## config.mk

```make
export PLATFORM = sky130hd
export DESIGN_NAME = reset_pulse_gen
export DESIGN_NICKNAME = d
export VERILOG_FILES = /design/src/rtl/reset_pulse_gen.sv
export SDC_FILE = /design/constraint.sdc
export NUM_CORES = 1
export LEC_CHECK = 0
export CAP_MARGIN = 20
export CORE_MARGIN = 8
export CORE_UTILIZATION = 46
export DETAILED_ROUTE_END_ITERATION = 7
export SLEW_MARGIN = 20
export SYNTH_ARGS = -nofsm -noshare
export SYNTH_HDL_FRONTEND = slang
export SYNTH_SLANG_ARGS = --single-unit
```

## constraint.sdc

```tcl
create_clock -name clk -period 3.7 [get_ports clk]
set_input_delay 0.555 -clock clk [delete_from_list [all_inputs] [get_ports clk]]
set_output_delay 0.555 -clock clk [all_outputs]
set_load 0.02 [all_outputs]
```

## src/rtl/reset_pulse_gen.sv

```systemverilog
// Reset request collector: debounces the external button, merges it with the
// software strobe and emits a stretched, registered active-high reset pulse.
module reset_pulse_gen #(
   parameter int unsigned HOLD_CYCLES     = 16,
   parameter int unsigned RECOVERY_CYCLES = 8,
   parameter int unsigned DEBOUNCE_CYCLES = 1024
) (
   input  logic       clk,
   input  logic       reset_n,
   input  logic       sw_req,
   input  logic       btn_n,
   output logic       rst_out,
   output logic       busy,
   output logic       done,
   output logic [1:0] cause
);

   localparam int unsigned HW = $clog2(HOLD_CYCLES + 1);
   localparam int unsigned RW = $clog2(RECOVERY_CYCLES + 1);
   localparam int unsigned DW = $clog2(DEBOUNCE_CYCLES + 1);

   localparam logic [HW-1:0] HOLD_LAST = HW'(HOLD_CYCLES - 1);
   localparam logic [HW-1:0] HOLD_MAX  = HW'(HOLD_CYCLES);
   localparam logic [RW-1:0] REC_LAST  = RW'(RECOVERY_CYCLES - 1);
   localparam logic [RW-1:0] REC_MAX   = RW'(RECOVERY_CYCLES);
   localparam logic [DW-1:0] DEB_LAST  = DW'(DEBOUNCE_CYCLES - 1);

   typedef enum logic [1:0] {
      ST_IDLE    = 2'd0,
      ST_ASSERT  = 2'd1,
      ST_RECOVER = 2'd2,
      ST_DONE    = 2'd3
   } state_t;

   // ---------------- button synchronizer and debouncer ----------------
   logic          sync1_q, sync2_q;
   logic          pressed_q, pressed_d;
   logic [DW-1:0] db_q, db_d;
   logic          btn_req_q, btn_req_d;
   logic          sample_pressed;

   always_ff @(posedge clk) begin
      if (!reset_n) begin
         sync1_q   <= 1'b1;
         sync2_q   <= 1'b1;
         pressed_q <= 1'b0;
         db_q      <= '0;
         btn_req_q <= 1'b0;
      end else begin
         sync1_q   <= btn_n;
         sync2_q   <= sync1_q;
         pressed_q <= pressed_d;
         db_q      <= db_d;
         btn_req_q <= btn_req_d;
      end
   end

   // The counter is cleared on the flip, so it never exceeds DEB_LAST.
   always_comb begin
      sample_pressed = ~sync2_q;
      pressed_d      = pressed_q;
      db_d           = '0;
      btn_req_d      = 1'b0;
      if (sample_pressed != pressed_q) begin
         if (db_q >= DEB_LAST) begin
            pressed_d = sample_pressed;
            btn_req_d = sample_pressed;
         end else begin
            db_d = db_q + 1'b1;
         end
      end
   end

   // ---------------- sequencing FSM ----------------
   state_t        state_q, state_d;
   logic [HW-1:0] hold_q, hold_d;
   logic [RW-1:0] rec_q, rec_d;
   logic [1:0]    cause_q, cause_d;
   logic          rst_out_q, busy_q, done_q;
   logic          req;
   logic [1:0]    req_bits;

   always_comb begin
      req_bits = {btn_req_q, sw_req};
      req      = |req_bits;
      state_d  = state_q;
      hold_d   = hold_q;
      rec_d    = rec_q;
      cause_d  = cause_q;
      case (state_q)
         ST_IDLE, ST_DONE: begin
            state_d = ST_IDLE;
            if (req) begin
               state_d = ST_ASSERT;
               hold_d  = '0;
               cause_d = req_bits;
            end
         end
         ST_ASSERT: begin
            // A re-request counts its own cycle as the first of the new hold.
            if (req) begin
               hold_d  = HW'(1);
               cause_d = cause_q | req_bits;
            end else if (hold_q >= HOLD_LAST) begin
               state_d = ST_RECOVER;
               rec_d   = '0;
            end else if (hold_q != HOLD_MAX) begin
               hold_d = hold_q + 1'b1;
            end
         end
         ST_RECOVER: begin
            if (req) begin
               state_d = ST_ASSERT;
               hold_d  = '0;
               cause_d = cause_q | req_bits;
            end else if (rec_q >= REC_LAST) begin
               state_d = ST_DONE;
            end else if (rec_q != REC_MAX) begin
               rec_d = rec_q + 1'b1;
            end
         end
         default: state_d = ST_IDLE;
      endcase
   end

   always_ff @(posedge clk) begin
      if (!reset_n) begin
         state_q   <= ST_ASSERT;
         hold_q    <= '0;
         rec_q     <= '0;
         cause_q   <= 2'b00;
         rst_out_q <= 1'b1;
         busy_q    <= 1'b1;
         done_q    <= 1'b0;
      end else begin
         state_q   <= state_d;
         hold_q    <= hold_d;
         rec_q     <= rec_d;
         cause_q   <= cause_d;
         rst_out_q <= (state_d == ST_ASSERT);
         busy_q    <= (state_d == ST_ASSERT) || (state_d == ST_RECOVER);
         done_q    <= (state_d == ST_DONE);
      end
   end

   assign rst_out = rst_out_q;
   assign busy    = busy_q;
   assign done    = done_q;
   assign cause   = cause_q;

endmodule
```

# ---- Word-level counts from Yosys, hierarchy flattened
# Cells that the tools add are included.
dict set report word_totals {
  output_inout_bits 5
  regBits 31
}
dict set report classes {
  eq_ne 19
  muxes 20
  reduce_logical 13
  n_bitwise 4
  n_addsub 3
  magnitude_cmp 3
}
# cell n
set op_table {}
lappend op_table {{$mux 4} 5}
lappend op_table {{$mux 5} 4}
lappend op_table {{$mux 2} 6}
lappend op_table {{$ne 2x2->1 const B} 6}
lappend op_table {{$add 11x1->11 const B} 1}
lappend op_table {{$ge 11x10->1 const B} 1}
lappend op_table {{$pmux 5 s2} 1}
lappend op_table {{$eq 2x2->1 const B} 4}
lappend op_table {{$pmux 4 s2} 1}
lappend op_table {{$ne 3x3->1 const B} 2}
lappend op_table {{$pmux 2 s3} 1}
lappend op_table {{$reduce_and 3->1} 2}
lappend op_table {{$reduce_and 6->1} 1}
lappend op_table {{$reduce_or 2->1} 3}
lappend op_table {{$reduce_or 3->1} 2}
lappend op_table {{$add 5x1->5 const B} 1}
lappend op_table {{$ge 5x4->1 const B} 1}
lappend op_table {{$ne 5x5->1 const B} 1}
lappend op_table {{$add 4x1->4 const B} 1}
lappend op_table {{$eq 2x1->1 const B} 2}
lappend op_table {{$ge 4x3->1 const B} 1}
lappend op_table {{$ne 2x1->1 const B} 2}
lappend op_table {{$ne 4x4->1 const B} 1}
lappend op_table {{$pmux 2 s2} 1}
lappend op_table {{8 further kinds} 11}

# ---- Depth between registers and ports, before layout
dict set report depth {
  depth_word 6
  mapped_depth 9
  ltp_nobuf 9
}

# ---- Worst setup path before layout
# OpenSTA, ideal clock, no wires.
dict set report synth_timing {
  path_type {reg-to-reg}
  from {register hold_q[0]}
  to {register done_q, in the netlist done}
  n_path_buf 0
  setup_time_ns 0.115
  path_stages_with_launch 9
  slack_ns 1.770
  arrival_ns 1.815
  period_less_slack_ns 1.930
  required_ns 3.585
  path_cell_list {dfxtp_1 > ha_1 > and3_1 > ha_1 > or2_1 > o211ai_1 > a31oi_1 > ha_1 > and2_1}
}
dict set report synth_between {
  elab_chain_cells 5
}
# item line
set synth_lines {}
lappend synth_lines {{start, declared} 76} ;# logic [HW-1:0] hold_q, hold_d;
lappend synth_lines {{start signal, assigned} 137} ;# hold_q <= hold_d;
lappend synth_lines {{$ge 5x4->1} 104} ;# end else if (hold_q >= HOLD_LAST) begin
lappend synth_lines {{$mux 2} 104}
lappend synth_lines {{$mux 2} 101} ;# if (req) begin
lappend synth_lines {{$pmux 2 s3} 90} ;# case (state_q)
lappend synth_lines {{via state_d[1]} 75} ;# state_t state_q, state_d;
lappend synth_lines {{$eq 2x2->1} 142} ;# done_q <= (state_d == ST_DONE);
lappend synth_lines {{end signal, assigned} 142}
lappend synth_lines {{end, declared} 79} ;# logic rst_out_q, busy_q, done_q;
# The timed path passes the listed nets, and every way through them passes these cells.
# A chain may end at the register's enable or synchronous reset.

# ---- Final worst setup path
dict set report layout_timing {
  from {register hold_q[0]}
  to {register busy_q, in the netlist busy}
}
dict set report layout_between {
  elab_chain_cells 6
  word_cells_on_any_way 7
  cone_classes {order compare (1); eq/ne (2); mux (3); reduce/logical (1)}
}
# item line
set layout_lines {}
lappend layout_lines {{$ge 5x4->1 (*)} 104}
lappend layout_lines {{$mux 2 (*)} 104}
lappend layout_lines {{$mux 2 (*)} 101}
lappend layout_lines {{$pmux 2 s3 (*)} 90}
lappend layout_lines {{via state_d[1]} 75}
lappend layout_lines {{$eq 2x1->1 / $eq 2x2->1 (equally long branches)} 141} ;# busy_q <= (state_d == ST_ASSERT) || (state_d == ST_RECOVER);
lappend layout_lines {{$logic_or 1x1->1 (*)} 141}
lappend layout_lines {{end signal, assigned} 141}
lappend layout_lines {{end, declared} 79}
# The timed path passes the listed nets; every way through them passes the cells marked *.

==> results.json <==
{
  "status": "complete, no violations",
  "final_util_pct": 52.04,
  "path_max_fanout": 8,
  "dp_hpwl_um": 2074,
  "antenna_cells": 0,
  "dp_cells": 220,
  "routed_wl_um": 2826,
  "drv_slew": 0,
  "synth_seq_cells": 31,
  "post-place-ws_ns": 1.320,
  "p_int_uw": 563.6,
  "routed_via_density": 5.242,
  "clkTransAtPathRegs_ns": 0.10,
  "worst_path_largest_cell_delay_ns": 0.48,
  "cts_buffers": 5,
  "max_freq_mhz": 457.1,
  "htree_levels": 2,
  "fillers": 333,
  "cts_tree": "done",
  "core_um2": 3284,
  "insertion_delay_ns": 0.32,
  "drv_cap": 0,
  "gp_congestion": 0.7824,
  "clock-sinks": 31,
  "critPathRequiredTime_ns": 3.92,
  "seq_power_share_pct": 45.6,
  "chipWidth_um": 73.84,
  "design_area_um2": 1709,
  "syn-cell-area_um2": 1539,
  "drcViolationCount": 0,
  "critical_path_class": "flip-flop to flip-flop",
  "critical_path_arrival_ns": 2.41,
  "synthDistinctLibCells": 45,
  "cts_hold_buf": 0,
  "grt_pass1_vias": 1164,
  "avgRoutedWirePerCell_um": 12.45,
  "p_switching_uw": 286.3,
  "start_util_pct": 46.86,
  "clkPwrFrac_pct": 23.7,
  "r2r_slack_ns": 1.51,
  "area_growth_pct": 11.06,
  "rows": 21,
  "drive_above_1_share_pct": 9.945,
  "io_pins": 9,
  "grt.total_usage_pct": 12.22,
  "grt_max_degree": 18,
  "crit_chain": "ha_1, and3_1, ha_1, or2_1, o211ai_1, a31oi_1, inv_1, ha_1, nand2_1",
  "syn_nets": 185,
  "design.die.area_um2": 5452,
  "p_leak_nw": 0.6707,
  "synthCells": 170,
  "crit_buf_inv": 1,
  "vias": 1190,
  "setup_viol_count_final": 0,
  "endpoint_kind": "flip-flop",
  "sw_frac_of_total_pct": 33.69,
  "period_share_pct": 59.13,
  "slowest_stage": "dfxtp_1",
  "globalRouteOverflowTotal": 0,
  "placed_area_um2": 1653,
  "setup_ws_ns": 1.512,
  "grt_antenna_before_repair": 0,
  "period_minus_slack_ns": 2.188,
  "start_kind": "flip-flop",
  "clock_skew_ns": 0.008196,
  "hold-worst-slack_ns": 0.4207,
  "cts.path.max_buffers": 2,
  "final_nets": 196,
  "dieHeight_um": 73.84,
  "power_uw": 849.9,
  "drt-pass1-iter-count": 4,
  "place.port_buffers": 8,
  "power_frac_comb_pct": 30.7,
  "final_cell_mix": "dfxtp_1 (31), nor2_1 (22), nand2_1 (13)",
  "ant_nets": 0,
  "cts.repair.resized": 0,
  "setup_tns_ns": 0,
  "ctsRootBufferMaster": "clkbuf_4",
  "synth.avg_cell_area_um2": 9.053,
  "yosys_warnings": 0,
  "post_cts_buffers": 0,
  "min_path_type": "flip-flop to flip-flop",
  "hold_violations": 0,
  "grt_pass1_wl_um": 5181,
  "crit_top_cell": "ha_1",
  "ir_drop_mv": 0.2861,
  "mostFrequentLayoutCell": "dfxtp_1",
  "critical-path-top-delay-family": "adder cells",
  "ys_seq_area_share_pct": 40.33,
  "power_density_nw_per_um2": 497.3,
  "drt-initial-drc-count": 72,
  "stdcell_count": 227,
  "rsz0062_at_grt": "false"
}
-- layer usage --
layer / up-vias / track usage, % / routed length [um]
li1: 613 / - / -
met5: - / 0 / 0
met4: 0 / 6.874 / 43
met3: 4 / 3.274 / 62
met2: 12 / 19.09 / 1355
met1: 561 / 14.68 / 1365
-- cells in the mapped netlist, drive strengths merged --
cell / count / area share (%)
buf: 2 / 1.2
o21a: 1 / 0.49
a311oi: 1 / 0.57
clkbuf: 3 / 0.81
nand2: 14 / 3.6
inv: 11 / 2.7
dfxtp: 31 / 40
a41o: 1 / 0.65
nor2: 23 / 5.8
xnor2: 4 / 2.3
o211ai: 2 / 0.98
nand3: 9 / 2.9
mux2i: 2 / 1.3
o21ai: 4 / 2.0
o32a: 2 / 1.4
o311a: 1 / 0.65
or2b: 1 / 0.73
and3: 2 / 0.81
conb: 1 / 0.24
or2: 1 / 0.41
a2111oi: 1 / 1.8
a21o: 2 / 0.98
o221a: 1 / 0.73
a31oi: 5 / 2.0
nor3: 3 / 0.98
ha: 11 / 8.9
and4: 2 / 1.1
o41ai: 1 / 0.57
nand2b: 4 / 2.1
nor4: 2 / 1.2
xor2: 4 / 2.3
a21oi: 9 / 2.9
o31ai: 1 / 0.49
nand4: 4 / 2.0
and2: 2 / 0.81
a211o: 2 / 1.1
-- cells by family after synthesis --
family,synth area share [%]
and+or+nand+nor,22.52
AOI/OAI and AO/OA,17.40
DFF,40.33
buffers and inverters,4.715
adders and majority gates,8.943
xor gates and xnor gates,4.552
muxes,1.301
other,0.2437
-- cell type report --
| class | instances | area [um2] | share of cell area [%] |
|---|---|---|---|
| repair buffers | 9 | 87.58 | 5.124 |
| well taps | 46 | 57.56 | 3.367 |
| multi-input cells | 123 | 845.8 | 49.49 |
| clock buffers | 6 | 51.30 | 3.001 |
| flip-flops and latches | 31 | 620.6 | 36.31 |
| inverters | 11 | 41.29 | 2.416 |
| clock inverters | 1 | 5.005 | 0.2928 |
-- flip-flops by register name, summed over array words and instances (netlist names) --
name and count:
db_q 11, hold_q 5, rec_q 4, cause 2, state_q 2, btn_req_q 1, busy 1, done 1
pressed_q 1, rst_out 1, sync1_q 1, sync2_q 1
-- worst reg2reg max path: cells and delay by family, from the launching register on --
family                   cells  cell delay, ns
AO/OA/AOI/OAI                2            0.46
adder cells (fa/ha/maj)      3            0.65
buffers and inverters        1            0.08
flip-flops                   1            0.48
AND/OR/NAND/NOR              3            0.42
-- power by group through the flow --
stage               clock network [mW]  logic, mW  registers [mW]
floorplan                            0      0.192           0.404
global placement                     0      0.257           0.394
detailed placement                   0      0.262           0.395
CTS                              0.210      0.262           0.388
global route                     0.228      0.294           0.395
finish                           0.202      0.261           0.388
-- worst paths after layout --
path / start / end / depth (start not counted)
worst min-delay path: sync1_q / sync2_q / 1
worst min register to register: sync1_q / sync2_q / 1
worst max register to register: hold_q[0] / busy / 9
worst max-delay path: hold_q[0] / busy / 9
(Power assumes the default switching activity.)
